--- src/rtl/song_sequencer.sv ---
// song_sequencer: beat-accurate, pausable playback of a song held in a synchronous ROM.
// Each ROM entry {dur, fullnote} sounds for dur beats, followed by GAP_TICKS silent beats.
// An entry with dur == 0 marks the end of the song. Song 0 occupies the lower half of the
// address space and song 1 the upper half.
//
// Ports:
//   clk          system clock
//   RESET        asynchronous, active-high reset
//   beat_tick    one-clk pulse per beat
//   play_toggle  one-clk play/pause request
//   song_sel     song select level (0 = lower half, 1 = upper half)
//   rom_addr     registered song ROM address
//   rom_data     {dur, fullnote} from ROM, usable two edges after rom_addr changes
//   fullnote     note to the tone generator, 0 = silence
//   note_strobe  one-clk pulse when a new ROM entry is loaded
//   playing      high while fetching, loading, playing or in the gap
//   song_done    high once the end of the song is reached
module song_sequencer #(
    parameter int unsigned ADDR_W    = 8,
    parameter int unsigned DUR_W     = 4,
    parameter int unsigned GAP_TICKS = 1,
    parameter bit          LOOP      = 1'b0
) (
    input  logic                clk,
    input  logic                RESET,
    input  logic                beat_tick,
    input  logic                play_toggle,
    input  logic                song_sel,
    output logic [ADDR_W-1:0]   rom_addr,
    input  logic [8+DUR_W-1:0]  rom_data,
    output logic [7:0]          fullnote,
    output logic                note_strobe,
    output logic                playing,
    output logic                song_done
);

    localparam int unsigned GAP_W = (GAP_TICKS > 1) ? $clog2(GAP_TICKS + 1) : 1;

    typedef enum logic [2:0] {
        StIdle, StFetch, StLoad, StPlay, StGap, StPaused, StDone
    } state_e;

    state_e              state_q, state_d;
    logic [ADDR_W-1:0]   addr_q, addr_d;
    logic [ADDR_W-1:0]   base, new_base;
    logic [7:0]          note_q, note_d;
    logic [7:0]          entry_q, entry_d;
    logic [DUR_W-1:0]    dur_q, dur_d;
    logic [GAP_W-1:0]    gap_q, gap_d;
    logic                strobe_q, strobe_d;
    logic                pend_q, pend_d;
    logic                resume_gap_q, resume_gap_d;
    logic                playing_q, done_q, sel_q;

    logic [7:0]          rom_note;
    logic [DUR_W-1:0]    rom_dur;
    logic                song_change, last_slot, advance, end_song;

    assign rom_note    = rom_data[7:0];
    assign rom_dur     = rom_data[8 +: DUR_W];
    assign base        = {sel_q, {(ADDR_W-1){1'b0}}};
    assign new_base    = {song_sel, {(ADDR_W-1){1'b0}}};
    assign song_change = (song_sel != sel_q);
    // Last slot of the current half: advancing past it would cross into the other song.
    assign last_slot   = &addr_q[ADDR_W-2:0];

    always_comb begin
        state_d      = state_q;
        addr_d       = addr_q;
        note_d       = note_q;
        entry_d      = entry_q;
        dur_d        = dur_q;
        gap_d        = gap_q;
        strobe_d     = 1'b0;
        pend_d       = pend_q;
        resume_gap_d = resume_gap_q;
        advance      = 1'b0;
        end_song     = 1'b0;

        if (song_change) begin
            // Song change overrides everything, including a same-cycle play_toggle.
            state_d = StIdle;
            addr_d  = new_base;
            note_d  = 8'd0;
            pend_d  = 1'b0;
        end else begin
            unique case (state_q)
                StIdle: begin
                    note_d = 8'd0;
                    if (play_toggle) begin
                        addr_d  = base;
                        state_d = StFetch;
                    end
                end
                StFetch: begin
                    if (play_toggle) pend_d = ~pend_q;
                    state_d = StLoad;
                end
                StLoad: begin
                    pend_d = 1'b0;
                    if (rom_dur == '0) begin
                        end_song = 1'b1;
                    end else begin
                        entry_d  = rom_note;
                        dur_d    = rom_dur;
                        strobe_d = 1'b1;
                        // A toggle arriving in this very cycle counts toward the pending pause.
                        if (pend_q ^ play_toggle) begin
                            note_d       = 8'd0;
                            resume_gap_d = 1'b0;
                            state_d      = StPaused;
                        end else begin
                            note_d  = rom_note;
                            state_d = StPlay;
                        end
                    end
                end
                StPlay: begin
                    if (play_toggle) begin
                        // Pause wins over a simultaneous beat_tick.
                        note_d       = 8'd0;
                        resume_gap_d = 1'b0;
                        state_d      = StPaused;
                    end else if (beat_tick) begin
                        dur_d = dur_q - DUR_W'(1);
                        if (dur_q == DUR_W'(1)) begin
                            note_d = 8'd0;
                            if (GAP_TICKS == 0) begin
                                advance = 1'b1;
                            end else begin
                                gap_d   = GAP_W'(GAP_TICKS);
                                state_d = StGap;
                            end
                        end
                    end
                end
                StGap: begin
                    note_d = 8'd0;
                    if (play_toggle) begin
                        resume_gap_d = 1'b1;
                        state_d      = StPaused;
                    end else if (beat_tick) begin
                        gap_d = gap_q - GAP_W'(1);
                        if (gap_q == GAP_W'(1)) advance = 1'b1;
                    end
                end
                StPaused: begin
                    note_d = 8'd0;
                    if (play_toggle) begin
                        if (resume_gap_q) begin
                            state_d = StGap;
                        end else begin
                            note_d  = entry_q;
                            state_d = StPlay;
                        end
                    end
                end
                StDone: begin
                    note_d = 8'd0;
                    if (play_toggle) begin
                        addr_d  = base;
                        state_d = StFetch;
                    end
                end
                default: state_d = StIdle;
            endcase

            if (advance) begin
                if (last_slot) begin
                    end_song = 1'b1;
                end else begin
                    addr_d  = addr_q + ADDR_W'(1);
                    state_d = StFetch;
                end
            end

            if (end_song) begin
                if (LOOP) begin
                    addr_d  = base;
                    state_d = StFetch;
                end else begin
                    state_d = StDone;
                end
            end
        end
    end

    always_ff @(posedge clk or posedge RESET) begin
        if (RESET) begin
            state_q      <= StIdle;
            addr_q       <= '0;
            note_q       <= 8'd0;
            entry_q      <= 8'd0;
            dur_q        <= '0;
            gap_q        <= '0;
            strobe_q     <= 1'b0;
            pend_q       <= 1'b0;
            resume_gap_q <= 1'b0;
            playing_q    <= 1'b0;
            done_q       <= 1'b0;
            sel_q        <= 1'b0;
        end else begin
            state_q      <= state_d;
            addr_q       <= addr_d;
            note_q       <= note_d;
            entry_q      <= entry_d;
            dur_q        <= dur_d;
            gap_q        <= gap_d;
            strobe_q     <= strobe_d;
            pend_q       <= pend_d;
            resume_gap_q <= resume_gap_d;
            playing_q    <= (state_d inside {StFetch, StLoad, StPlay, StGap});
            done_q       <= (state_d == StDone);
            sel_q        <= song_sel;
        end
    end

    assign rom_addr    = addr_q;
    assign fullnote    = note_q;
    assign note_strobe = strobe_q;
    assign playing     = playing_q;
    assign song_done   = done_q;

endmodule

--- config.mk ---
export PLATFORM = sky130hd
export DESIGN_NAME = song_sequencer
export DESIGN_NICKNAME = d
export VERILOG_FILES = /design/src/rtl/song_sequencer.sv
export SDC_FILE = /design/constraint.sdc
export NUM_CORES = 1
export LEC_CHECK = 0
export CORE_AREA = 2 2 67 94
export DETAILED_ROUTE_END_ITERATION = 16
export DIE_AREA = 0 0 69 96
export PLACE_DENSITY = 0.6
export SETUP_SLACK_MARGIN = 0.15
export SYNTH_ARGS = -nofsm -noshare
export SYNTH_HDL_FRONTEND = slang
export SYNTH_SLANG_ARGS = --single-unit
--- constraint.sdc ---
create_clock -name clk -period 1.77 [get_ports clk]
set_clock_uncertainty 0.1 [all_clocks]
set_input_delay 0.531 -clock clk [delete_from_list [all_inputs] [get_ports clk]]
set_output_delay 0.531 -clock clk [all_outputs]
set_load 0.03 [all_outputs]
# == After elaboration in Yosys (flattened, before gate mapping) ==
# Cells that the tools add are included.
# W data, S select, Z words.
# word_totals
register_bits,38
latchBits,0
mem_bits_rw,0
mem_bits_ro,0
in_bits,17
output_inout_bits,19
wordCells,121
mem_count,0
# op_classes
addsub,3
n_mul,0
div_mod_pow,0
n_lt_le_gt_ge,0
n_eq_ne,26
n_shift,0
mux,59
bitwise_logic,4
reduce_logical,17
# ops
cell,count
$mux W8,13
$mux W3,13
$pmux W8 S4,1
$mux W1,24
$ne A2 B2 Y1 const B,9
$pmux W3 S6,1
$eq A3 B3 Y1 const B,5
$reduce_and A7 Y1,2
$eq A3 B2 Y1 const B,4
$mux W4,3
$add A8 B1 Y8 const B,1
$ne A4 B4 Y1 const B,2
$pmux W4 S2,1
$eq A3 B1 Y1 const B,2
$ne A3 B3 Y1 const B,2
$reduce_and A6 Y1,1
$reduce_bool A3 Y1,2
$reduce_and A5 Y1,1
$reduce_bool A5 Y1,1
$eq A4 B1 Y1 const B,1
$logic_not A4 Y1,1
$pmux W1 S2,2
$reduce_and A4 Y1,1
$reduce_bool A2 Y1,2
other kinds (12),14

# == Longest topological paths before layout ==
# depth
word_depth,11
ltp_mapped,8
mapped_depth_nobuf,8

# == Worst setup path before layout ==
# No wires, ideal clock.
# synth_path
kind,flip-flop to flip-flop
from,register dur_q[0]
to,register note_q[0] (netlist: fullnote[0])
setup_time_ns,0.125
arrival_ns,1.702
required_ns,1.545
slack_ns,-0.156
path_stages_with_launch,8
path_buffers,0
period_less_slack_ns,1.926
cell_sequence,dfrtp_1 > ha_1 > and4bb_1 > or2_1 > a21oi_1 > a21oi_2 > nor2_8 > mux2_2
# synth_via
elab_chain_cells,3
# synth_lines
element,line,source
start: declaration,48,"logic [DUR_W-1:0] dur_q, dur_d;"
start signal: assignment,207,dur_q <= dur_d;
$eq A4 B1 Y1,126,if (dur_q == DUR_W'(1)) begin
$ne A4 B4 Y1 (no source line),--,
$reduce_and A4 Y1 (no source line),--,
end signal: assignment,205,note_q <= note_d;
end: declaration,46,"logic [7:0] note_q, note_d;"
# Every way passes these cells.
# A chain may end at the register's enable or synchronous reset.

# == Worst setup path in the final report ==
# layout_path
from,register dur_q[1]
to,register note_q[1] (netlist: fullnote[1])
# Same word-level chain as after synthesis.

==> out/metrics.csv <==
metric;value;unit
run status;finished with violations;
failing checks;negative setup slack;
Finished Layout Cells;422;
Horiz. Die Dim;69;microns
final core utilization;65.1;%
Slew HR;71.4;%
Initial DRT Pass Iterations;4;
RR Endpoint;fullnote[1]$_DFFE_PP0P_;
Post-synth top flop;dfrtp_1;
initial antenna violation count;0;
Post-synth EDFFs;0;
worst-margin pin slew;0.429;ns
worst hold stages;2;
CTS Buf Count;5;
Hold WS;0.398;ns
H-tree depth;2;
Core Area;5780;sq um
CTS tree;built;
die area;6620;sq um
Setup CP Type;reg -> reg;
Slew Viols, Final;0;
dpl cells;391;
Synth Net Count;270;
final worst slack;-0.220;ns
RSZ-0062 raised after global routing;true;
final WL;6.99;mm
largest net degree at the start of global routing;39;
post-detail-place hpwl;4.23;mm
CP Capture Type;flip-flop;
CTS clk-pin slew, worst paths;0.08;ns
Synth Cell Area;2240;sq um
Iter 0 DRT Violations;71;
Synth Register Bits;38;
Power Density;1110;nW/um^2
total global routing track utilization;19.6;%
critical path peak fanout;8;
clk buf depth;2;
input/output buffers;35;
initial core utilization;38.8;%
vias in the first global route;2169;
worst-skew pair later-pin latency;0.30;ns
Root Buffer;clkbuf_8;
Post-route DRC;0;
post-synthesis cell count;250;
Setup TNS;-2.40;ns
Place WS;-0.715;ns
maximum vdd drop;0.771;mV
RR Startpoint;dur_q[1]$_DFFE_PP0P_;
antenna-violating nets left;0;
CP Launch Type;flip-flop;
# clock sinks;38;
Layout Nets;371;
Leak;1.69;nW
Tmin final;1.99;ns
drt wl/cell;16.6;microns
Worst Path Arrival;2.08;ns
Vias per Instance;5.41;
Final period util;112;%
first-pass GRT wire length;10.3;mm
WHS Endpoint;entry_q[6]$_DFFE_PP0P_;
CP required;1.86;ns
P&R area growth vs syn;67.7;%
worst reg2reg path depth;8;
FFs w/ async S/R, synth;100;%
IO Pins;36;
Final Hold Fails;0;
final setup fails;15;
share of layout cells above drive strength 1;57.7;%
total grt overflow;0;
sequential share of the synthesized area;42.4;%
max_cap viols;0;
gpl congestion;0.832;
via count;2282;
die height;96;microns
hold crit path type;reg -> reg;
syn avg cell area;8.97;sq um
ANT cells;0;
Max Freq;502;MHz
Unique masters post-synth;54;
Rows;33;
hold path startpoint;entry_q[6]$_DFFE_PP0P_;
synth warn;0;
FF-to-FF setup slack;-0.22;ns
[area by class of cell]
cell class              count  area, sq um
fillers                   483         2020
multi-input cells         197         1640
flip-flops and latches     38          962
repair buffers            102          902
well taps                  70         87.6
clock buffers               5         68.8
clock inverters             3         68.8
inverters                   6         30.0
repair inverters            1         6.26
[state kept, by name, summed over array words and instances (netlist names)]
signal / count
pend_q: 1
sel_q: 1
entry_q: 8
playing: 1
dur_q: 4
song_done: 1
gap_q: 1
fullnote: 8
resume_gap_q: 1
note_strobe: 1
state_q: 3
rom_addr: 8
[synthesized netlist by cell type (3+ instances only)]
master     n  area [sq um]
dfrtp_1   38           951
nor3_1     3          15.0
a21oi_1   22           110
nand2_1   42           158
a22oi_1    9          67.6
ha_1       3          37.5
buf_2      6          30.0
nor2_1    22          82.6
inv_1      5          18.8
o21ai_0   17          85.1
mux2_2     8          90.1
nand3_1   14          70.1
nand2b_1   6          37.5
nand3b_1   4          30.0
[cell families (layout without fill, tap and decap cells)]
group	after synthesis	in the layout	synth area share [%]
AO/OA/AOI/OAI	65	65	18.0
XOR/XNOR	4	4	2.23
adder cells (fa/ha/maj)	3	3	1.67
buffers and inverters	15	117	3.35
flip-flops	38	38	42.4
multiplexers	9	9	4.52
AND/OR/NAND/NOR	116	116	27.9
[metal layers]
layer	vias up	routed length [microns]	global-route usage, %
met5	-	0	0
met4	0	210	7.68
met3	15	189	3.14
met2	46	3810	36.9
met1	1126	2780	22.2
li1	1095	-	-
[worst max path at each step]
stage                              end  cells past startpoint                  from
6_report       fullnote[1]$_DFFE_PP0P_                      8  dur_q[1]$_DFFE_PP0P_
5_1_grt        fullnote[2]$_DFFE_PP0P_                      7  dur_q[0]$_DFFE_PP0P_
4_1_cts        fullnote[3]$_DFFE_PP0P_                      7  dur_q[0]$_DFFE_PP0P_
3_5_place_dp   fullnote[3]$_DFFE_PP0P_                      7          rom_data[10]
3_3_place_gp   fullnote[3]$_DFFE_PP0P_                      7          rom_data[10]
2_1_floorplan  fullnote[0]$_DFFE_PP0P_                      7  dur_q[0]$_DFFE_PP0P_
[critical path, stage by stage, from the launching register on]
cell and delay, ns:
dfrtp_1 0.37, inv_2 0.06, ha_4 0.14, and4bb_1 0.19, or2_1 0.24, a21oi_2 0.17, a21oi_2 0.08, nor2_8 0.20
mux2_4 0.32
[layout by cell type, fill, tap and decap left out, types with 3 or more instances in the layout]
| cell type | n |
|---|---|
| inv_1 | 4 |
| buf_2 | 15 |
| buf_4 | 43 |
| clkdlybuf4s15_2 | 4 |
| buf_6 | 18 |
| o21ai_1 | 5 |
| dfrtp_2 | 9 |
| nand3b_1 | 4 |
| a21oi_1 | 11 |
| nor2_2 | 6 |
| a21oi_2 | 13 |
| o21ai_0 | 7 |
| buf_12 | 3 |
| clkbuf_8 | 5 |
| dfrtp_1 | 29 |
| nand2_4 | 7 |
| nand2_2 | 14 |
| a22oi_1 | 9 |
| o21ai_2 | 5 |
| nand3_2 | 5 |
| clkbuf_2 | 5 |
| clkdlybuf4s50_1 | 9 |
| nand2b_1 | 5 |
| mux2_4 | 9 |
| nor2_4 | 4 |
| nor2_1 | 13 |
| nand2_1 | 21 |
| nand3_1 | 8 |
| ha_4 | 3 |
[metrics by stage]
stage | total power (W) | instance area [sq um]
2_1_floorplan | 0.00204 | 2320
3_3_place_gp | 0.00257 | 3080
3_5_place_dp | 0.00258 | 3080
4_1_cts | 0.00375 | 3350
5_1_grt | 0.00442 | 3760
6_report | 0.00419 | 3760
[where the power goes]
group / switching [W] / internal (W) / total [W]
clock network: 0.000342 / 0.000565 / 0.000907
logic: 0.000963 / 0.00106 / 0.00202
registers: 0.000196 / 0.00107 / 0.00127
[timing repair]
item                                    4_1_cts  5_1_grt
pin swaps                                    13       44
endpoints found under the setup margin       55       39
cloned                                        1        2
hold buffers                                  0        0
gates resized for setup                     123      101
buffers inserted                              8       12
Note: power is estimated with default switching activity, not from simulation.
